===== src/rtl/icache_mem.sv =====
// icache_mem: direct-mapped 32-line instruction cache storage, `WAYS read ports.
// Optional same-cycle write-to-read forwarding under ICACHE_MEM_BYPASS_EN.
`ifndef WAYS
`define WAYS 2
`endif

module icache_mem #(
  parameter int NUM_LINES = 32,
  parameter int TAG_BITS  = 8
) (
  input  logic                         clock,
  input  logic                         reset,
  input  logic                         wr_en,
  input  logic [4:0]                   wr_index,
  input  logic [TAG_BITS-1:0]          wr_tag,
  input  logic [63:0]                  wr_data,
  input  logic                         flush,
  input  logic [`WAYS-1:0][31:0]       rd_addr,
  input  logic [`WAYS-1:0]             rd_en,
  output logic [`WAYS-1:0][63:0]       cachemem_data,
  output logic [`WAYS-1:0]             cachemem_valid,
  output logic [5:0]                   valid_count
);

  logic [NUM_LINES-1:0] valid;
  logic [TAG_BITS-1:0]  tags [NUM_LINES];
  logic [63:0]          data [NUM_LINES];

  always_ff @(posedge clock) begin
    if (reset) begin
      valid       <= '0;
      valid_count <= '0;
      for (int l = 0; l < NUM_LINES; l++) begin
        tags[l] <= '0;
        data[l] <= '0;
      end
    end else if (flush) begin
      valid       <= '0;
      valid_count <= '0;
    end else if (wr_en) begin
      data[wr_index]  <= wr_data;
      tags[wr_index]  <= wr_tag;
      valid[wr_index] <= 1'b1;
      if (!valid[wr_index])
        valid_count <= valid_count + 6'd1;
    end
  end

  for (genvar i = 0; i < `WAYS; i++) begin : g_port
    logic [4:0]          idx;
    logic [TAG_BITS-1:0] tag;
    logic                hit;
    logic                fwd;
    logic                unused_addr;

    assign idx = rd_addr[i][7:3];
    assign tag = rd_addr[i][8 +: TAG_BITS];
    assign hit = rd_en[i] & valid[idx] & (tags[idx] == tag);
    assign unused_addr = ^{rd_addr[i][31:16], rd_addr[i][2:0]};

`ifdef ICACHE_MEM_BYPASS_EN
    assign fwd = wr_en & ~flush & rd_en[i]
               & (idx == wr_index) & (tag == wr_tag);
`else
    assign fwd = 1'b0;
`endif

    // Outputs are forced quiet while reset is held, even before the array clears.
    assign cachemem_valid[i] = ~reset & (fwd | hit);
    assign cachemem_data[i]  = reset ? 64'd0 : (fwd ? wr_data : data[idx]);
  end

endmodule


===== config.mk =====
export PLATFORM = sky130hd
export DESIGN_NAME = icache_mem
export DESIGN_NICKNAME = d
export VERILOG_FILES = /design/src/rtl/icache_mem.sv
export SDC_FILE = /design/constraint.sdc
export NUM_CORES = 2
export LEC_CHECK = 0
export CORE_MARGIN = 3
export CORE_UTILIZATION = 51
export CTS_CLUSTER_SIZE = 30
export DETAILED_ROUTE_END_ITERATION = 8
export PLACE_DENSITY = 0.77
export REMOVE_ABC_BUFFERS = 1
export SETUP_SLACK_MARGIN = 0.3
export SLEW_MARGIN = 0
export SYNTH_ARGS = -nofsm -noshare
export SYNTH_HDL_FRONTEND = slang
export SYNTH_SLANG_ARGS = --single-unit

===== constraint.sdc =====
create_clock -name clock -period 9.2 [get_ports clock]
set_clock_uncertainty 0.05 [all_clocks]
set_input_delay 1.84 -clock clock [delete_from_list [all_inputs] [get_ports clock]]
set_output_delay 1.84 -clock clock [all_outputs]
set_load 0.02 [all_outputs]

==> impl_metrics.env <==
export IMPL_grt_overflow=0
export IMPL_worstPathArrival_ns=5.71
export IMPL_grt_usage_pct=32.97
export IMPL_clk_pin_slew_worst_paths_ns=0.06
export IMPL_hpwl_microns=222200
export IMPL_postSynthAreaPerCell_sq_um=16.23
export IMPL_wire_per_inst_microns=37.72
export IMPL_drt_first_pass_iters=6
export IMPL_grt_max_degree=102
export IMPL_leakage_uw=0.04628
export IMPL_die_h_microns=499.1
export IMPL_dominantRegCellSynth="edfxtp_1"
export IMPL_max_stage_delay_ns=0.67
export IMPL_nFillCells=17870
export IMPL_rows=180
export IMPL_dr_total_vias=77310
export IMPL_cap_viol_max_count=0
export IMPL_status="finished clean"
export IMPL_relSlewSlack_pct=16.06
export IMPL_rsz0062_at_grt="false"
export IMPL_antenna_found_initial=46
export IMPL_pre_cts_slack_ns=1.659
export IMPL_drc=0
export IMPL_nets=7635
export IMPL_die_x_microns=499.1
export IMPL_hold_viol_final=0
export IMPL_synth_cells=7643
export IMPL_synth_seq_cells=2342
export IMPL_worst_slack_ns=1.605
export IMPL_async_reset_ff_share_pct=0
export IMPL_drive_above_1_share_pct=26.68
export IMPL_cp_end_kind="primary output"
export IMPL_drtAntennaViolNets=0
export IMPL_dieArea_sq_um=249100
export IMPL_drv_slew=0
export IMPL_syn_to_final_growth_pct=10.66
export IMPL_root_buffer="clkbuf_16"
export IMPL_drt_iter0_drc=14640
export IMPL_ios=283
export IMPL_setup_violations_final=0
export IMPL_finalInstanceArea_sq_um=137200
export IMPL_numCtsBuffers=239
export IMPL_core_sq_um=241200
export IMPL_cp_max_fo=61
export IMPL_start_util_pct=51.42
export IMPL_crit_chain="buf_8 -> buf_4 -> mux4_2 -> mux2_2 -> o22ai_1 -> a21oi_1 -> o21ai_0 -> nor4_1 -> and4_1 -> clkdlybuf4s50_1"
export IMPL_worst_pin_slew_ns=1.259
export IMPL_fin_setup_tns_ns=0
export IMPL_start_kind="primary input"
export IMPL_postPlaceCellArea_sq_um=129700
export IMPL_grt_pass1_vias=78530
export IMPL_synth_edff_count=2304
export IMPL_hold_class="reg2reg"
export IMPL_final_cells=10900
export IMPL_io_buffers=244
export IMPL_ctsHoldBuffers=0
export IMPL_hold_slack_ns=0.4469
export IMPL_grt_pass1_wl_microns=579900
export IMPL_cts_tree="yes"
export IMPL_cts_htree_levels=4
export IMPL_dp_cells=10430
export IMPL_crit_type="in2out"
export IMPL_p_per_area_nw_per_um2=182.9
export IMPL_ir_drop_mv=0.1605
export IMPL_ctsResizeCount=0
export IMPL_finalWirelength_microns=411200
export IMPL_max_freq_mhz=131.7
export IMPL_fin_crit_sh_pct=82.56
export IMPL_routabilityCongestion=0.8632
export IMPL_yosysSeqAreaShare_pct=56.40
export IMPL_required_ns=7.31
export IMPL_clkSinkCount=2342
export IMPL_syn_area_sq_um=124000
export IMPL_avgViaCountPerCell=7.092
export IMPL_clkLatencyLatePin_ns=0.89
export IMPL_crit_slowest_cell="clkdlybuf4s50_1"
export IMPL_yosysWarnings=0
export IMPL_synth_cell_type_count=56
export IMPL_min_period_ns=7.595
export IMPL_ctsLongestPathBuffers=3
export IMPL_cts_setup_buffers=0
## metrics by stage
stage,total power (uW),utilization [%]
final,25090,56.90
after global routing,25660,56.87
after CTS,25060,56.86
after detailed placement,15750,53.76
after global placement,15650,53.76
after floorplan,14250,-
## cell usage after synthesis (all sizes together), types with 2 or more instances
cell / n / area (sq um)
a211oi: 6 / 57.56
a21o: 32 / 240.2
a21oi: 83 / 415.4
a221oi: 3 / 26.28
a22o: 7 / 61.31
a22oi: 10 / 75.07
a311oi: 2 / 17.52
a31oi: 3 / 18.77
and2: 2308 / 14440
and3: 4 / 25.02
buf: 179 / 804.5
clkbuf: 677 / 2541
dfxtp: 38 / 760.7
edfxtp: 2304 / 69190
inv: 7 / 26.27
mux2: 3 / 33.78
mux2i: 126 / 1261
mux4: 1417 / 31910
nand2: 172 / 645.6
nand2b: 4 / 25.02
nand3: 14 / 70.07
nand3b: 5 / 37.54
nand4: 12 / 75.07
nand4b: 2 / 17.52
nor2: 105 / 394.1
nor2b: 13 / 81.33
nor3: 4 / 20.02
nor3b: 3 / 22.52
nor4: 3 / 25.02
o211ai: 4 / 30.03
o21ai: 10 / 50.04
o221ai: 4 / 35.03
o22ai: 5 / 31.28
or2: 34 / 212.7
or3: 5 / 31.28
or3b: 2 / 17.52
xnor2: 10 / 87.58
xor2: 12 / 105.1
## cells by family (layout without fill, tap and decap cells)
logic type,Yosys count,count (layout),synth area share [%]
adder cells (fa/ha/maj),1,1,0.01009
flip-flops,2342,2342,56.40
AO/OA/AOI/OAI,176,176,0.9030
XOR/XNOR,22,22,0.1554
buffers and inverters,863,904,2.719
AND/OR/NAND/NOR,2693,2693,13.04
multiplexers,1546,1546,26.78
other,0,32,0
## final timing paths
path	start	end	slack, ns	cells past startpoint
max reg2reg	valid[15]$_SDFFE_PP0P_	valid_count[3]$_SDFFE_PP0P_	6.63	7
min reg2reg	valid[18]$_SDFFE_PP0P_	valid[18]$_SDFFE_PP0P_	0.45	1
min	valid[18]$_SDFFE_PP0P_	valid[18]$_SDFFE_PP0P_	0.45	1
max	rd_addr[36]	cachemem_valid[1]	1.60	10
## routing by layer
metal / vias up / global-route usage [%] / wire (microns)
met5: - / 0 / 78
met4: 10 / 18.16 / 25990
met3: 1433 / 9.367 / 62360
met2: 7329 / 50.82 / 190400
met1: 39330 / 42.53 / 132400
li1: 29200 / - / -
## sequential cells by signal (all words and copies together), names as in the netlist
signal,cells
tags,256
valid,32
valid_count,6
data,2048
## final cells by class
class | count | area (sq um) | share of cell area [%]
Antenna cell | 32 | 80.08 | 0.05835
Clock buffer | 291 | 6197 | 4.516
Clock inverter | 147 | 1284 | 0.9354
Inverter | 7 | 38.79 | 0.02826
Multi-Input combinational cell | 4438 | 51020 | 37.18
Sequential cell | 2342 | 69950 | 50.97
Tap cell | 3185 | 3985 | 2.904
Timing Repair Buffer | 459 | 4686 | 3.414
## placed cells by master, fill, tap and decap left out, types with 7 or more instances in the layout
cell	Yosys	layout
and2_1	2308	2308
edfxtp_1	2304	2304
mux4_2	1417	1417
clkbuf_16	0	240
clkdlybuf4s50_1	0	233
nand2_1	172	172
buf_4	13	169
mux2i_1	126	126
a21oi_1	83	83
nor2_1	105	72
clkinv_1	0	56
clkinv_2	0	51
clkbuf_1	677	51
buf_12	0	47
dfxtp_1	38	38
diode_2	0	32
nor2_4	0	32
or2_4	0	32
a21o_1	32	32
bufinv_16	0	16
nand3_1	14	14
nor2b_1	13	13
nand4_1	12	12
xor2_1	12	12
xnor2_1	10	10
a22oi_1	10	10
clkinvlp_4	0	8
inv_6	0	7
a22o_1	7	7
o21ai_0	7	7
buf_8	0	7
## report_power, final
| group | total (uW) | internal (uW) | switching (uW) |
|---|---|---|---|
| sequential | 12500 | 12300 | 272 |
| clock | 9500 | 5230 | 4280 |
| combinational | 3060 | 1390 | 1670 |
## worst max-delay path: cells and delay by family
family          cells  cell delay [ns]
mux                 2             0.41
buf+inv             3             1.51
simple gates        2             1.09
compound gates      3             0.58
No activity file was read; power rests on OpenSTA's default activity.
